**src/rtl/mctrl_pkg.sv**
```systemverilog
// mctrl_pkg -- shared definitions for the multicycle MIPS control FSM.
//   state_t      : state codes (also exposed on state_out for debug)
//   OP_* / FN_*  : opcode and R-type funct constants
//   ALU_*        : ALU_Control encodings, shared with ALU_32
//   SRCB_* / PCSRC_* : datapath mux select encodings
//   ctl_t        : registered Moore control word
//   ctl_for()    : control word owned by a given state
// Optional feature macro: MCTRL_BNE_EN (bne support, decoded in mctrl_fsm).
package mctrl_pkg;

  typedef enum logic [3:0] {
    S_IF   = 4'd0,
    S_ID   = 4'd1,
    S_MADR = 4'd2,
    S_MRD  = 4'd3,
    S_MWB  = 4'd4,
    S_MWR  = 4'd5,
    S_EXE  = 4'd6,
    S_RWB  = 4'd7,
    S_BEQ  = 4'd8,
    S_JMP  = 4'd9,
    S_IEXE = 4'd10,
    S_IWB  = 4'd11,
    S_TRAP = 4'd12
  } state_t;

  localparam logic [5:0] OP_RTYPE = 6'h00;
  localparam logic [5:0] OP_J     = 6'h02;
  localparam logic [5:0] OP_BEQ   = 6'h04;
  localparam logic [5:0] OP_BNE   = 6'h05;
  localparam logic [5:0] OP_ADDI  = 6'h08;
  localparam logic [5:0] OP_SLTI  = 6'h0A;
  localparam logic [5:0] OP_LW    = 6'h23;
  localparam logic [5:0] OP_SW    = 6'h2B;

  localparam logic [5:0] FN_SRL = 6'h02;
  localparam logic [5:0] FN_ADD = 6'h20;
  localparam logic [5:0] FN_SUB = 6'h22;
  localparam logic [5:0] FN_AND = 6'h24;
  localparam logic [5:0] FN_OR  = 6'h25;
  localparam logic [5:0] FN_XOR = 6'h26;
  localparam logic [5:0] FN_NOR = 6'h27;
  localparam logic [5:0] FN_SLT = 6'h2A;

  localparam logic [2:0] ALU_AND = 3'b000;
  localparam logic [2:0] ALU_OR  = 3'b001;
  localparam logic [2:0] ALU_ADD = 3'b010;
  localparam logic [2:0] ALU_XOR = 3'b011;
  localparam logic [2:0] ALU_NOR = 3'b100;
  localparam logic [2:0] ALU_SRL = 3'b101;
  localparam logic [2:0] ALU_SUB = 3'b110;
  localparam logic [2:0] ALU_SLT = 3'b111;

  localparam logic [1:0] SRCB_REGB    = 2'b00;
  localparam logic [1:0] SRCB_FOUR    = 2'b01;
  localparam logic [1:0] SRCB_IMM     = 2'b10;
  localparam logic [1:0] SRCB_IMM_SH2 = 2'b11;

  localparam logic [1:0] PCSRC_ALU    = 2'b00;
  localparam logic [1:0] PCSRC_ALUOUT = 2'b01;
  localparam logic [1:0] PCSRC_JUMP   = 2'b10;

  typedef struct packed {
    logic       pc_write_jmp;   // JMP part of PCWrite; IF part is the handshake
    logic       pc_write_cond;
    logic       branch_ne;
    logic       iord;
    logic       mem_read;
    logic       mem_write;
    logic       mem_to_reg;
    logic       reg_dst;
    logic       reg_write;
    logic       alu_src_a;
    logic [1:0] alu_src_b;
    logic [1:0] pc_source;
    logic [2:0] alu_control;
  } ctl_t;

  // r_alu: R-type ALU op from the funct decoder; op: opcode held in IR.
  function automatic ctl_t ctl_for(input state_t s, input logic [2:0] r_alu,
                                   input logic [5:0] op, input logic bne_en);
    ctl_t c;
    c = '0;
    case (s)
      S_IF: begin
        c.mem_read    = 1'b1;
        c.alu_src_b   = SRCB_FOUR;
        c.alu_control = ALU_ADD;
        c.pc_source   = PCSRC_ALU;
      end
      S_ID: begin
        c.alu_src_b   = SRCB_IMM_SH2;
        c.alu_control = ALU_ADD;
      end
      S_MADR: begin
        c.alu_src_a   = 1'b1;
        c.alu_src_b   = SRCB_IMM;
        c.alu_control = ALU_ADD;
      end
      S_MRD: begin
        c.mem_read = 1'b1;
        c.iord     = 1'b1;
      end
      S_MWR: begin
        c.mem_write = 1'b1;
        c.iord      = 1'b1;
      end
      S_MWB: begin
        c.reg_write  = 1'b1;
        c.mem_to_reg = 1'b1;
      end
      S_EXE: begin
        c.alu_src_a   = 1'b1;
        c.alu_src_b   = SRCB_REGB;
        c.alu_control = r_alu;
      end
      S_RWB: begin
        c.reg_write = 1'b1;
        c.reg_dst   = 1'b1;
      end
      S_BEQ: begin
        c.alu_src_a     = 1'b1;
        c.alu_src_b     = SRCB_REGB;
        c.alu_control   = ALU_SUB;
        c.pc_write_cond = 1'b1;
        c.pc_source     = PCSRC_ALUOUT;
        c.branch_ne     = bne_en && (op == OP_BNE);
      end
      S_JMP: begin
        c.pc_write_jmp = 1'b1;
        c.pc_source    = PCSRC_JUMP;
      end
      S_IEXE: begin
        c.alu_src_a   = 1'b1;
        c.alu_src_b   = SRCB_IMM;
        c.alu_control = (op == OP_SLTI) ? ALU_SLT : ALU_ADD;
      end
      S_IWB: c.reg_write = 1'b1;
      default: ;
    endcase
    return c;
  endfunction

  localparam ctl_t CTL_IF = ctl_for(S_IF, ALU_ADD, OP_RTYPE, 1'b0);

endpackage

```
**src/rtl/mctrl_fsm_alu_dec.sv**
```systemverilog
// mctrl_alu_dec -- combinational R-type funct decoder.
//   funct       in  6 : instruction [5:0]
//   alu_control out 3 : ALU operation for the funct
//   legal       out 1 : funct is one of the supported R-type operations
module mctrl_alu_dec
  import mctrl_pkg::*;
(
  input  logic [5:0] funct,
  output logic [2:0] alu_control,
  output logic       legal
);

  always_comb begin
    alu_control = ALU_ADD;
    legal       = 1'b1;
    case (funct)
      FN_ADD:  alu_control = ALU_ADD;
      FN_SUB:  alu_control = ALU_SUB;
      FN_AND:  alu_control = ALU_AND;
      FN_OR:   alu_control = ALU_OR;
      FN_XOR:  alu_control = ALU_XOR;
      FN_NOR:  alu_control = ALU_NOR;
      FN_SLT:  alu_control = ALU_SLT;
      FN_SRL:  alu_control = ALU_SRL;
      default: legal = 1'b0;
    endcase
  end

endmodule

```
**src/rtl/mctrl_fsm.sv**
```systemverilog
// mctrl_fsm -- multicycle MIPS control unit.
//   clk, rst (async, active high), opcode/funct from IR, zero (ALU flag,
//   consumed by the datapath PC-enable gate), mem_ready (memory handshake).
//   Outputs: datapath strobes and mux selects, sticky illegal flag and
//   state_out (current state code for debug).
// Optional feature: define MCTRL_BNE_EN to decode bne (opcode 0x05) through
// the BEQ state with Branch_ne=1; otherwise 0x05 traps and Branch_ne is 0.
//
// Memory handshake: a memory state (IF, MRD, MWR) presents its request
// (MemRead or MemWrite, held steady) and stays put while mem_ready=0; the
// access completes in the cycle mem_ready=1, and only that cycle may assert
// IRWrite/PCWrite in IF.
module mctrl_fsm
  import mctrl_pkg::*;
(
  input  logic       clk,
  input  logic       rst,
  input  logic [5:0] opcode,
  input  logic [5:0] funct,
  input  logic       zero,
  input  logic       mem_ready,
  output logic       PCWrite,
  output logic       PCWriteCond,
  output logic       Branch_ne,
  output logic       IorD,
  output logic       MemRead,
  output logic       MemWrite,
  output logic       IRWrite,
  output logic       MemtoReg,
  output logic       RegDst,
  output logic       RegWrite,
  output logic       ALUSrcA,
  output logic [1:0] ALUSrcB,
  output logic [1:0] PCSource,
  output logic [2:0] ALU_Control,
  output logic       illegal,
  output logic [3:0] state_out
);

`ifdef MCTRL_BNE_EN
  localparam logic BNE_EN = 1'b1;
`else
  localparam logic BNE_EN = 1'b0;
`endif

  state_t     state;
  state_t     state_nxt;
  ctl_t       ctl;
  logic [2:0] r_alu;
  logic       r_legal;
  logic       if_done;
  logic       unused_zero;

  // zero only matters to the datapath, which gates PC load with it.
  assign unused_zero = zero;

  mctrl_alu_dec u_alu_dec (
    .funct       (funct),
    .alu_control (r_alu),
    .legal       (r_legal)
  );

  always_comb begin
    state_nxt = state;
    case (state)
      S_IF:   if (mem_ready) state_nxt = S_ID;
      S_ID: begin
        case (opcode)
          OP_LW, OP_SW:     state_nxt = S_MADR;
          OP_RTYPE:         state_nxt = S_EXE;
          OP_BEQ:           state_nxt = S_BEQ;
          OP_BNE:           state_nxt = BNE_EN ? S_BEQ : S_TRAP;
          OP_J:             state_nxt = S_JMP;
          OP_ADDI, OP_SLTI: state_nxt = S_IEXE;
          default:          state_nxt = S_TRAP;
        endcase
      end
      S_MADR: state_nxt = (opcode == OP_LW) ? S_MRD : S_MWR;
      S_MRD:  if (mem_ready) state_nxt = S_MWB;
      S_MWR:  if (mem_ready) state_nxt = S_IF;
      S_EXE:  state_nxt = r_legal ? S_RWB : S_TRAP;
      S_IEXE: state_nxt = S_IWB;
      S_TRAP: state_nxt = S_TRAP;
      S_MWB, S_RWB, S_BEQ, S_JMP, S_IWB: state_nxt = S_IF;
      default: state_nxt = S_IF;
    endcase
  end

  // Control word is registered alongside the state it belongs to, so every
  // Moore output is glitch-free and reset lands directly on the IF values.
  always_ff @(posedge clk or posedge rst) begin
    if (rst) begin
      state   <= S_IF;
      ctl     <= CTL_IF;
      illegal <= 1'b0;
    end else begin
      state   <= state_nxt;
      ctl     <= ctl_for(state_nxt, r_alu, opcode, BNE_EN);
      illegal <= (state_nxt == S_TRAP);
    end
  end

  // Fetch completion is the only Mealy term; it never fires during reset.
  assign if_done = (state == S_IF) && mem_ready && !rst;

  assign PCWrite     = ctl.pc_write_jmp | if_done;
  assign IRWrite     = if_done;
  assign PCWriteCond = ctl.pc_write_cond;
  assign Branch_ne   = ctl.branch_ne;
  assign IorD        = ctl.iord;
  assign MemRead     = ctl.mem_read;
  assign MemWrite    = ctl.mem_write;
  assign MemtoReg    = ctl.mem_to_reg;
  assign RegDst      = ctl.reg_dst;
  assign RegWrite    = ctl.reg_write;
  assign ALUSrcA     = ctl.alu_src_a;
  assign ALUSrcB     = ctl.alu_src_b;
  assign PCSource    = ctl.pc_source;
  assign ALU_Control = ctl.alu_control;
  assign state_out   = state;

endmodule

```
**config.mk**
```make
export PLATFORM = sky130hd
export DESIGN_NAME = mctrl_fsm
export DESIGN_NICKNAME = d
export VERILOG_FILES = /design/src/rtl/mctrl_pkg.sv /design/src/rtl/mctrl_fsm_alu_dec.sv /design/src/rtl/mctrl_fsm.sv
export SDC_FILE = /design/constraint.sdc
export NUM_CORES = 1
export LEC_CHECK = 0
export CAP_MARGIN = 10
export CORE_MARGIN = 1.5
export CORE_UTILIZATION = 43
export CTS_BUF_LIST = sky130_fd_sc_hd__clkbuf_4
export DETAILED_ROUTE_END_ITERATION = 8
export PLACE_DENSITY = 0.85
export SYNTH_ARGS = -nofsm -noshare
export SYNTH_HDL_FRONTEND = slang
export SYNTH_SLANG_ARGS = --single-unit
```
**constraint.sdc**
```tcl
create_clock -name clk -period 1.8 [get_ports clk]
set_input_delay 0.27 -clock clk [delete_from_list [all_inputs] [get_ports clk]]
set_output_delay 0.27 -clock clk [all_outputs]
set_load 0.01 [all_outputs]
```
==> results by stage, run 1 <==
Pwr:
- The analysis attributes to cell leakage a power of 1.05 nW.
- The internal portion of total power is 1.58 mW.
- The total power is 2.51 mW.
- Of the total power, registers draw 0.251.
- The share of total power dissipated in combinational logic is 0.661.
- The fraction of power spent switching nets is 0.368.
- The switching power of the nets is 922 uW.
- IR analysis of the VDD net gives a maximum drop of 0.00116 V.
- Of the total power, the clock network draws 0.088.
- Power spread over the standard cell area amounts to 1150 nW/um^2.

Critical path:
- The depth of the worst register-to-register path is 7.
- The critical path goes through or3b_4 > a21boi_2 > a221oi_2 > o221a_4 > buf_6 > or3b_1 > a21oi_1.
- The launching element type of the critical path is a flip-flop.
- For the worst setup path, the data arrival time is 2220 ps.
- On the worst path, the slowest cell contributes a delay of 450 ps.
- The start-to-end type of the worst setup path is flip-flop to flip-flop.
- In this run the worst path has a maximum fanout of 5.
- The endpoint class of the critical path is a flip-flop.
- Among all stages on the critical path, the largest delay is contributed by sky130_fd_sc_hd__dfrtp_2.
- The required time of the critical path is 2040 ps.

Yosys:
- Yosys printed 0 warnings.
- The synthesized area per cell is 9.46 um^2.
- In this run, synthesis produced a sequential element count of 19.
- After technology mapping, the gate count stands at between 100 and 150.
- The netlist uses 53 different library cells.
- The synthesized cell area is approximately 1200 um^2.
- In the synthesized netlist the dominant register cell turns out to be sky130_fd_sc_hd__dfrtp_1.
- The number of nets produced by synthesis is 148.
- The fraction of synthesis flops using an asynchronous set or reset pin is 1.00.
- The share of the Yosys chip area taken by registers is 0.384.
- In this run, synthesis inferred 0 flip-flops with an integrated enable.

Clock tree:
- Buffers inserted during clock tree synthesis total 3.
- The clock insertion delay at the later pin of the skew report is 300 ps.
- Hold repair after CTS inserted 0 buffers.
- TritonCTS built the clock tree.
- The cell at the root of the clock tree is sky130_fd_sc_hd__clkbuf_4.
- After clock tree synthesis, the clock-pin slew on the worst setup and hold paths is 110 ps.
- The clock drives 19 sinks.
- In this run the number of H-tree levels came out at 1.
- The clock tree buffer depth is 2.

Outcome:
- The run finished, with violations left.
- The final reports fail on setup timing.

Place:
- The final weighted congestion in routability-driven placement is 0.826.
- The number of port buffers is 36.
- The worst slack after detailed placement is -452 ps.
- Detailed placement finished with a half-perimeter wire length of between 2000 and 3000 um.
- Once placement completed, the tool counted placed cells totaling 228.

Routing:
- For this run, design rule violations remaining after detail routing come to 0.
- Summing over every cut layer, the via total after detailed routing is 1423.
- After detailed routing, the average wire length per cell comes to between 15 and 20 um.
- The first routing iteration left 34 violations.
- After detailed routing, the total wire length is around 4100 um.
- The number of iterations in the first detailed-routing pass is 4.
- After detailed routing, the number of vias per cell comes to approximately 5.8.
- The number of nets still failing antenna checks after routing is 0.

Timing:
- The aggregate negative setup slack is -908 ps.
- Setup repair after global routing could not meet its margin everywhere.
- The share of the clock period used by the worst path after layout is 1.10.
- The final-report hold violation count came to 0.
- The worst-case setup margin in the final layout is -183 ps.
- The transition time of the tightest slew-check pin is between 600 and 700 ps.
- The final count of negative-setup-slack endpoints is 9.
- The routed design could run at a clock period as short as between 1500 and 2000 ps.
- The largest clock skew in the final design is 1.27 ps.
- The relative max-transition margin is 0.560.
- The count of pins over their slew limit is 0.
- The upper clock frequency limit is 0.504 GHz.

Layout:
- In the final layout, the multi-input gates occupy ~800 um^2.
- The count of fill cells added during filler insertion is roughly 170.
- The footprint of the flip-flops and latches is 484 um^2.
- The number of nets in the finished design is 230.
- Once layout is complete, the utilization of the core stands at 0.791.
- The number of antenna repair diodes is 0.
- The final instance count without filler cells is 244.
- Compared with the post-synthesis result, the final layout area differs by 74.6%.
- The fraction of final layout cells sized beyond drive strength 1 is 0.460.

Global route:
- The total routing resource utilization after global routing is 0.253.
- The via count of the first global-routing pass is 1371.
- After global routing the overflow that remains totals 0.
- The number of antenna violations at the first check in global routing was 0.
- The pin count of the biggest net entering global routing is 19.
- The first global-routing pass estimated 6360 um of wire.

Hold path:
- The class of the most critical hold timing path is input port to flip-flop.
- The hold path depth is 5.

Die:
- The overall die area is 3240 um^2.
- The floorplan core area is between 2000 and 3000 um^2.
- The die boundary width is 56.9 um.
- For this configuration, the core starts out at a cell density of 0.453.
- The cell row count is 19.
- Measured along the y axis, the die boundary spans roughly 57 um.
- In this run the count of I/O pins placed on the die edge is 39.

Job:
- The count of max-cap constraint violations is 0.
==> power by group through the flow <==
stage          combinational (mW)  clock (mW)  sequential, mW
2_1_floorplan               0.561           0           0.683
3_3_place_gp                 1.15           0           0.632
3_5_place_dp                 1.18           0           0.642
4_1_cts                      1.42       0.224           0.626
5_1_grt                      1.74       0.252           0.640
6_report                     1.66       0.222           0.628
==> critical path: cells and delay by family, from the launching register on <==
kind                   cells  cell delay (ps)
DFF                        1              450
AOI/OAI and AO/OA          4              560
and+or+nand+nor            2              770
buffers and inverters      1              130
==> layout by cell type, fill, tap and decap left out, types with 2 or more instances in the layout <==
master,count
sky130_fd_sc_hd__dfrtp_2,4
sky130_fd_sc_hd__nand3_1,3
sky130_fd_sc_hd__o21ai_2,3
sky130_fd_sc_hd__a21o_1,2
sky130_fd_sc_hd__clkdlybuf4s50_1,30
sky130_fd_sc_hd__nand2_1,7
sky130_fd_sc_hd__dfstp_2,3
sky130_fd_sc_hd__nor4b_4,2
sky130_fd_sc_hd__nor2_1,9
sky130_fd_sc_hd__nor3_1,3
sky130_fd_sc_hd__o21ai_0,7
sky130_fd_sc_hd__a21oi_2,2
sky130_fd_sc_hd__nor3_2,2
sky130_fd_sc_hd__nand2b_1,3
sky130_fd_sc_hd__buf_4,39
sky130_fd_sc_hd__nand2b_4,2
sky130_fd_sc_hd__nor4b_1,2
sky130_fd_sc_hd__dfrtp_1,12
sky130_fd_sc_hd__and3_4,2
sky130_fd_sc_hd__or4b_4,2
sky130_fd_sc_hd__clkbuf_4,3
sky130_fd_sc_hd__buf_6,10
sky130_fd_sc_hd__a21oi_1,5
sky130_fd_sc_hd__nand3_2,2
sky130_fd_sc_hd__inv_1,9
sky130_fd_sc_hd__nor2_2,2
sky130_fd_sc_hd__dlymetal6s2s_1,3
sky130_fd_sc_hd__nor4_1,2
sky130_fd_sc_hd__nand3b_1,4
==> worst paths after layout <==
kind                              startpoint        endpoint  slack [ps]
min in group asynchronous                rst         ALUSrcA         570
worst min-delay path                funct[0]  ALU_Control[0]         540
max in group asynchronous                rst     PCSource[1]         750
worst max register to register  state_out[0]  ALU_Control[0]        -180
worst min register to register  state_out[2]        MemtoReg         710
worst max-delay path            state_out[0]  ALU_Control[0]        -180
==> metal layers <==
metal | track usage | wire length [um]
met2 | 0.473 | 2220
met5 | 0 | 0
met4 | 0.0864 | 116
met1 | 0.283 | 1540
met3 | 0.0461 | 249
==> state kept, by name (all words and copies together) (netlist names) <==
| register | count |
|---|---|
| state_out | 4 |
| ALU_Control | 3 |
| MemtoReg | 1 |
| ALUSrcA | 1 |
| ALUSrcB | 2 |
| RegWrite | 1 |
| illegal | 1 |
| MemRead | 1 |
| MemWrite | 1 |
| IorD | 1 |
| RegDst | 1 |
| PCWriteCond | 1 |
| PCSource | 1 |
==> logic make-up (layout without fill, tap and decap cells) <==
| logic type | count (synthesis) | in the layout | synth area share |
|---|---|---|---|
| flops | 19 | 19 | 0.384 |
| buf+inv | 17 | 98 | 0.0681 |
| other cells | 1 | 1 | 0.00300 |
| xor+xnor | 2 | 2 | 0.0140 |
| mux | 2 | 2 | 0.0170 |
| simple gates | 59 | 59 | 0.320 |
| compound gates | 32 | 32 | 0.194 |
==> timing repair <==
item / 4_1_cts / 5_1_grt
pin swaps: 7 / 9
setup endpoints to repair: 11 / 16
gates resized for setup: 24 / 27
setup buffers: 10 / 3
==> stage by stage <==
stage | cell area (um^2) | hold slack (ps)
after detailed placement | 1880 | 678
final | 2180 | 544
after floorplan | 1260 | 219
after global routing | 2180 | 549
after CTS | 2070 | 557
after global placement | 1880 | 697
==> layout make-up <==
class / instances / area share
clock inverter: 1 / 0.00229
inverter: 9 / 0.0155
timing repair buffer: 85 / 0.356
tap: 31 / 0.0178
clock buffer: 3 / 0.0103
sequential: 19 / 0.222
multi-input combinational: 96 / 0.376
==> cell usage after synthesis (all sizes together) (4+ instances only) <==
library cell / instances / share of area
dfrtp: 16 / 0.32
nor2: 11 / 0.035
o21ai: 11 / 0.047
inv: 9 / 0.027
buf: 8 / 0.041
nand2: 8 / 0.024
a21oi: 7 / 0.028
nand2b: 5 / 0.025
nand3: 5 / 0.024
nand3b: 5 / 0.040
nor3: 5 / 0.020
nor4b: 4 / 0.045
(Power assumes the default switching activity.)
==> inputs of run 2 (changes only) <==
- CAP_MARGIN: 10 -> unset
- CORE_MARGIN: 1.5 -> unset
==> results by stage, run 2 (synthesis results as in run 1) <==
Timing:
- Setup repair after global routing could not meet its margin everywhere.
- The aggregate negative setup slack is -1270 ps.
- The count of pins over their slew limit is 0.
- Setup slack on the critical path of the routed design comes to -230 ps.
- The final-report hold violation count is 0.
- The upper clock frequency limit is 0.493 GHz.
- The shortest clock period the worst path allows after layout is ~2000 ps.
- The final count of negative-setup-slack endpoints is 11.
- For the final database, setup skew stands at 1.30 ps.
- The share of the clock period used by the worst path after layout is 1.13.

Routing:
- In the final routed layout, each cell accounts on average for 19.2 um.
- In this run, the number of DRC markers left after iteration 0 of detailed routing was 43.
- Before antenna repair, the detailed router went through 4 iterations.
- The mean number of vias per cell is about 6.
- The count of nets left with antenna violations once routing finished came out at 0.
- The total number of vias is 1489.
- For this run, design rule violations remaining after detail routing come to 0.
- The total detailed-routing wirelength is 4840 um.

Die:
- In this run the count of I/O pins placed on the die edge is 39.
- The die is between 50 and 60 um wide.
- The initial standard-cell utilization of the core is 0.453.
- The core region is 2760 um^2.
- In this run the core area contains 19 standard-cell rows.
- The overall die area is 3120 um^2.
- The floorplan die height is between 50 and 60 um.

Layout:
- The area growth from synthesis to layout is 82.0%.
- For this run, the post-layout net count is 238.
- The register with the most flip-flops in the layout has 4 of them.
- In the final layout, the share of cells above drive strength 1 is 0.502.
- The top cell types in the final layout, fill and taps aside, are 46 x sky130_fd_sc_hd__buf_4, 29 x sky130_fd_sc_hd__clkdlybuf4s50_1, 12 x sky130_fd_sc_hd__dfrtp_1.
- The number of antenna repair diodes is 0.
- The library cell used most frequently in the layout, excluding fill and tap cells, is sky130_fd_sc_hd__buf_4.
- Once layout is done, the placed cells without fillers occupy 2270 um^2.
- The final core utilization is 0.824.
- The final instance count without filler cells is 252.

Place:
- The wire-length estimate of the detail-placed layout is about 2900 um.
- The final weighted congestion in routability-driven placement is between 0.9 and 1.
- The number of placed instances with taps included is 231.
- The worst slack after detailed placement is -450 ps.
- The area of placed instances is 1910 um^2.
- During placement, the flow inserted port buffers numbering 36.

Pwr:
- Across the VDD grid, the largest voltage drop is 0.00135 V.
- Of the total power, the clock network draws 0.084.
- The fraction of power spent switching nets is 0.381.
- For this design the total switching power over the nets is 1.01 mW.
- For this design the static power due to leakage is 1.10 nW.
- The internal power of the cells totals roughly 1.6 mW.
- The power density normalized to cell area is 1170 nW/um^2.
- The share of power burned in registers is 0.239.
- Of the total power, combinational logic draws 0.677.

Global route:
- Global routing finished with a remaining overflow of 0.
- For this run, the total global-route usage over all layers was measured as 0.273.
- The via count of the first global-routing pass came to 1424.
- The global-route wire length before repair is 6600 um.
- The pin count of the biggest net entering global routing is 20.
- The number of antenna violations at the first check in global routing was 0.

Hold path:
- The path class of the tightest hold or removal check is input port to asynchronous set/reset pin.

Critical path:
- The endpoint class of the critical path is a flip-flop.
- The worst setup path is of the flip-flop to flip-flop kind.
- The startpoint identified for the worst register-to-register timing path is state_out[1].
- The data arrival time of the critical path is ~2300 ps.
- For the worst setup path, the data required time is 2030 ps.
- The startpoint of the most critical setup path is state_out[1].
- In this run the worst path has a maximum fanout of 4.
- The launching element type of the critical path is a flip-flop.

Clock tree:
- TritonCTS built the clock tree.
- The sink count of the clock tree is 19.
- Clock tree synthesis inserted a total of 3 buffers.
- In this run the clock root is driven by a sky130_fd_sc_hd__clkbuf_4.
- The number of H-tree levels is 1.
- The clock tree buffer depth is 2.
- The clock insertion delay at the later pin of the skew report is about 300 ps.
- The CTS clock-pin slew for the worst setup and hold paths is 110 ps.

Job:
- The count of max-cap constraint violations is 0.

Outcome:
- The final reports fail on setup timing.
- The flow ran to the end, but the final reports show violations.
[run 2: final timing paths]
check	to	slack (ps)	cells past startpoint
setup / recovery	ALU_Control[0]	-230	7
hold / removal	PCSource[1]	360	3
setup reg to reg	ALU_Control[0]	-230	7
hold reg to reg	MemtoReg	730	3
max in group asynchronous	ALUSrcB[0]	1180	3
min in group clk	MemtoReg	520	5
[run 2: layout make-up]
class / count / area [um^2]
repair buffers: 93 / 850
multi-input cells: 96 / 838
fillers: 155 / 485
flip-flops and latches: 19 / 484
well taps: 31 / 38.8
inverters: 9 / 33.8
clock buffers: 3 / 22.5
clock inverters: 1 / 5.00
[run 2: routing by layer]
layer | track usage | vias up | routed length, um
li1 | - | 655 | -
met1 | 0.296 | 716 | 1870
met2 | 0.527 | 88 | 2450
met3 | 0.0465 | 30 | 239
met4 | 0.101 | 0 | 284
met5 | 0 | - | 0
[run 2: timing repair]
item	4_1_cts	5_1_grt
hold buffers	0	0
gates cloned	0	2
endpoints found under the hold margin	0	0
gates resized for setup	23	34
buffers inserted	6	9
endpoints found under the setup margin	10	14
pin swaps	9	14
[run 2: power groups by stage]
stage / sequential, mW / clock (mW) / combinational (mW)
after CTS: 0.613 / 0.223 / 1.41
final: 0.635 / 0.224 / 1.80
after detailed placement: 0.639 / 0 / 1.20
after floorplan: 0.683 / 0 / 0.561
after global placement: 0.633 / 0 / 1.16
after global routing: 0.641 / 0.259 / 1.88
[run 2: critical path, cell delays in order, from the launching register on]
cell                       delay [ps]
sky130_fd_sc_hd__dfrtp_2          450
sky130_fd_sc_hd__or3b_4           390
sky130_fd_sc_hd__a21boi_2         150
sky130_fd_sc_hd__a221oi_2          60
sky130_fd_sc_hd__o221a_4          270
sky130_fd_sc_hd__buf_6            130
sky130_fd_sc_hd__or3b_1           340
sky130_fd_sc_hd__a21oi_1          160
[run 2: stage by stage]
stage	total power [mW]	hold slack, ps
2_1_floorplan	1.24	219
3_3_place_gp	1.79	636
3_5_place_dp	1.84	644
4_1_cts	2.25	333
5_1_grt	2.78	377
6_report	2.65	362
==> inputs of run 3 (changes only) <==
--- a/config.mk
+++ b/config.mk
@@ -6,8 +6,9 @@
 export NUM_CORES = 1
 export LEC_CHECK = 0
-export CORE_UTILIZATION = 43
+export ABC_AREA = 1
+export CORE_UTILIZATION = 52
 export CTS_BUF_LIST = sky130_fd_sc_hd__clkbuf_4
 export DETAILED_ROUTE_END_ITERATION = 8
-export PLACE_DENSITY = 0.85
+export PLACE_DENSITY = 0.95
 export SYNTH_ARGS = -nofsm -noshare
 export SYNTH_HDL_FRONTEND = slang
==> constraint.sdc (replaced) <==
create_clock -name clk -period 2.45 [get_ports clk]
set_input_delay 0.49 -clock clk [delete_from_list [all_inputs] [get_ports clk]]
set_output_delay 0.49 -clock clk [all_outputs]
set_load 0.01 [all_outputs]
==> results by stage, run 3 <==
Die:
- The floorplan step set the die width to approximately 50 um.
- The floorplan die height is 51.2 um.
- The I/O pin total is 39.
- The floorplan step defined a die boundary enclosing 2620 um^2.
- The floorplan has 17 rows.
- The initial utilization of the core area, before any placement, comes to 0.559.
- In this run the standard cell core region covers 2250 um^2.

Yosys:
- The number of different library cells used by synthesis comes to 26.
- Of all cell types, the one taking the most synthesized area is sky130_fd_sc_hd__dfrtp_1.
- The area share of the largest cell type after synthesis is 0.318.
- The number of enable-type register cells in the synthesized netlist is 0.
- The most frequently used flop master after synthesis is sky130_fd_sc_hd__dfrtp_1.
- Averaged over all synthesized cells, the footprint is 7.37 um^2.
- The fraction of synthesis flops using an asynchronous set or reset pin is 1.00.
- The number of nets produced by synthesis is 187.
- Among all cell types in the netlist, the one instantiated most often is sky130_fd_sc_hd__nor2_1.
- The synthesized cell area is 1260 um^2.
- The register bit count reported by yosys is 19.
- The commonest cells after synthesis are 31 x sky130_fd_sc_hd__nor2_1, 29 x sky130_fd_sc_hd__inv_1, 28 x sky130_fd_sc_hd__nand2_1.
- For this run, the register share of the synthesized area comes to 0.380.
- Sorting the synthesized cells by area gives the leading types as sky130_fd_sc_hd__dfrtp_1 32%, sky130_fd_sc_hd__nor2_1 9.2%, sky130_fd_sc_hd__inv_1 8.6%.
- In the synthesized netlist, the number of instances is 171.
- The count of warnings emitted by yosys is 0.

Clock tree:
- No sink is reached through more buffers than the 2 on the longest clock path.
- The clock insertion delay at the later pin of the skew report is 310 ps.
- The sink count of the clock tree is 19.
- TritonCTS built the clock tree.
- The CTS clock-pin slew for the worst setup and hold paths is 110 ps.
- The number of H-tree levels is 1.
- The number of clock buffers inserted by TritonCTS is 3.
- Post-CTS timing repair inserted 0 buffers for setup.
- Clock tree synthesis selected as its root buffer the cell sky130_fd_sc_hd__clkbuf_4.

Critical path:
- The biggest fanout along the worst timing path is 3.
- The required time of the critical path is 1960 ps.
- The worst register-to-register path ends at ALU_Control[0].
- In this run the worst setup path begins at mem_ready.
- Following the worst setup path forward leads to its endpoint at IRWrite.
- Traced cell by cell, the critical path runs through clkdlybuf4s50_1 > nand3_1 > nor2_1 > clkdlybuf4s50_1.
- The launching element type of the critical path is an input port.
- Setup slack on the worst reg-to-reg path comes out at 800 ps.
- The endpoint class of the critical path is an output port.
- The data arrival time of the critical path is between 1500 and 2000 ps.
- The worst register-to-register path has a depth of 10.
- The start-to-end type of the worst setup path is input port to output port.
- The largest stage delay on the critical path is 550 ps.
- The standard cell with the maximum stage delay on the critical path is sky130_fd_sc_hd__clkdlybuf4s50_1.
- The launching point of the worst reg2reg path is state_out[0].
- The cell repeated most along the worst path is sky130_fd_sc_hd__clkdlybuf4s50_1.

Timing:
- Final hold analysis gives a worst-case slack of 600 ps.
- For this run, the top clock speed supported by timing is 0.437 GHz.
- The worst pin sits at a relative slew slack of 0.550.
- The aggregate negative setup slack is 0 ps.
- The final count of negative-setup-slack endpoints is 0.
- The count of pins over their slew limit came to 0.
- Setup repair after global routing left no endpoint under its margin.
- Counting I/O delays and the setup requirement, the final critical path takes 2290 ps.
- For the pin with the worst max-slew slack, the measured transition is about 670 ps.
- The final-report hold violation count came to 0.
- The largest clock skew in the final design is 10.2 ps.
- The share of the clock period used by the worst path after layout is 0.933.

Pwr:
- The worst ir drop on vdd is 0.000536 V.
- The static leakage is 0.913 nW.
- The power density normalized to cell area is 819 nW/um^2.
- The design draws 1.38 mW.

Routing:
- The routed design has 2970 um of wire.
- The number of iterations in the first detailed-routing pass is 5.
- In the routed layout, each cell is associated on average with a via count of between 5 and 6.
- In the routed design, unresolved DRC markers number 0.
- The final routed wire length divided by cell count is 12.5 um.
- The detailed router finished its first iteration with 42 violations.
- The total number of vias is 1275.
- The detail route stage leaves a number of antenna-violating nets equal to 0.

Global route:
- The total routing resource utilization after global routing is 0.260.
- The pin count of the biggest net entering global routing is 20.
- The global-route wire length before repair is 4990 um.
- met2 is the most crowded layer.
- For this run, global-route usage on met1 was measured as 0.280.
- In the global route stage, met3 resource usage came out at 0.0714.
- The number of antenna violations at the first check in global routing was 0.
- The via count of the first global-routing pass is 1163.
- The overflow left after global routing is 0.
- The global routing usage on met2 is 0.474.

Layout:
- For this run, the post-layout net count is 227.
- The number of antenna repair diodes is 0.
- The library cell used most frequently in the layout, excluding fill and tap cells, is sky130_fd_sc_hd__clkdlybuf4s50_1.
- The area growth from synthesis to layout is 33.4%.
- The top cell types in the final layout, fill and taps aside, are 35 x sky130_fd_sc_hd__clkdlybuf4s50_1, 30 x sky130_fd_sc_hd__nor2_1, 29 x sky130_fd_sc_hd__inv_1.
- The flip-flop count of the largest register, all copies and words added is 4.
- In the final layout, the share of cells above drive strength 1 is 0.171.

Place:
- The number of port buffers is 36.
- The final weighted congestion in routability-driven placement is between 0.8 and 0.9.
- Once detailed placement completed, the half-perimeter wirelength came to 2410 um.

Outcome:
- The flow ran to the end, and the final reports show no timing, DRC or antenna violations.

Hold path:
- The tightest min-delay check is of the input port to asynchronous set/reset pin type.

Job:
- Max-cap violations in this run came to 0.
run 3: cell families (layout without fill, tap and decap cells):
kind of cell | count (synthesis) | after routing | synth area share
simple gates | 107 | 107 | 0.460
buf+inv | 36 | 75 | 0.116
compound gates | 8 | 8 | 0.0407
other cells | 1 | 1 | 0.00298
flops | 19 | 19 | 0.380
run 3: layer usage:
metal / routed length [um] / share of wire / vias to the layer above
met2: 1580 / 0.53 / 59
met1: 1110 / 0.37 / 585
met5: 0 / 0 / -
met3: 173 / 0.058 / 16
met4: 111 / 0.037 / 0
li1: - / - / 615
run 3: through the flow:
stage          cells  instance area, um^2  setup slack (ps)  utilization
2_1_floorplan    171                 1260               848            -
3_3_place_gp     234                 1650               130        0.731
3_5_place_dp     234                 1650               100        0.731
4_1_cts          238                 1680              90.5        0.743
5_1_grt          238                 1680              72.7        0.745
6_report         238                 1680               164        0.745
run 3: timing repair:
item / CTS / global route
resized for setup: 0 / 2
setup endpoints to repair: 0 / 1
hold buffers: 0 / 0
run 3: layout make-up:
cell class                      count  area [um^2]
Tap cell                           28         35.0
Fill cell                         173          574
Clock inverter                      1         5.00
Clock buffer                        3         22.5
Inverter                           34          131
Sequential cell                    19          479
Timing Repair Buffer               37          370
Multi-Input combinational cell    116          637
run 3: critical path, delay by kind of cell:
family,cells,cell delay [ps]
buf+inv,2,1050
simple gates,2,250
run 3: report_power, final:
part	switching [mW]	internal [mW]	total [mW]
combinational	0.426	0.332	0.758
sequential	0.0463	0.411	0.457
clock	0.100	0.0611	0.161
total	0.573	0.804	1.38
run 3: worst min path at each step:
| stage | cells after the start | end | slack (ps) |
|---|---|---|---|
| 4_1_cts | 2 | state_out[3] | 630 |
| 5_1_grt | 2 | state_out[3] | 650 |
| 3_3_place_gp | 2 | MemtoReg | 690 |
| 2_1_floorplan | 1 | ALUSrcA | 440 |
| 6_report | 2 | ALUSrcA | 600 |
| 3_5_place_dp | 2 | MemtoReg | 710 |
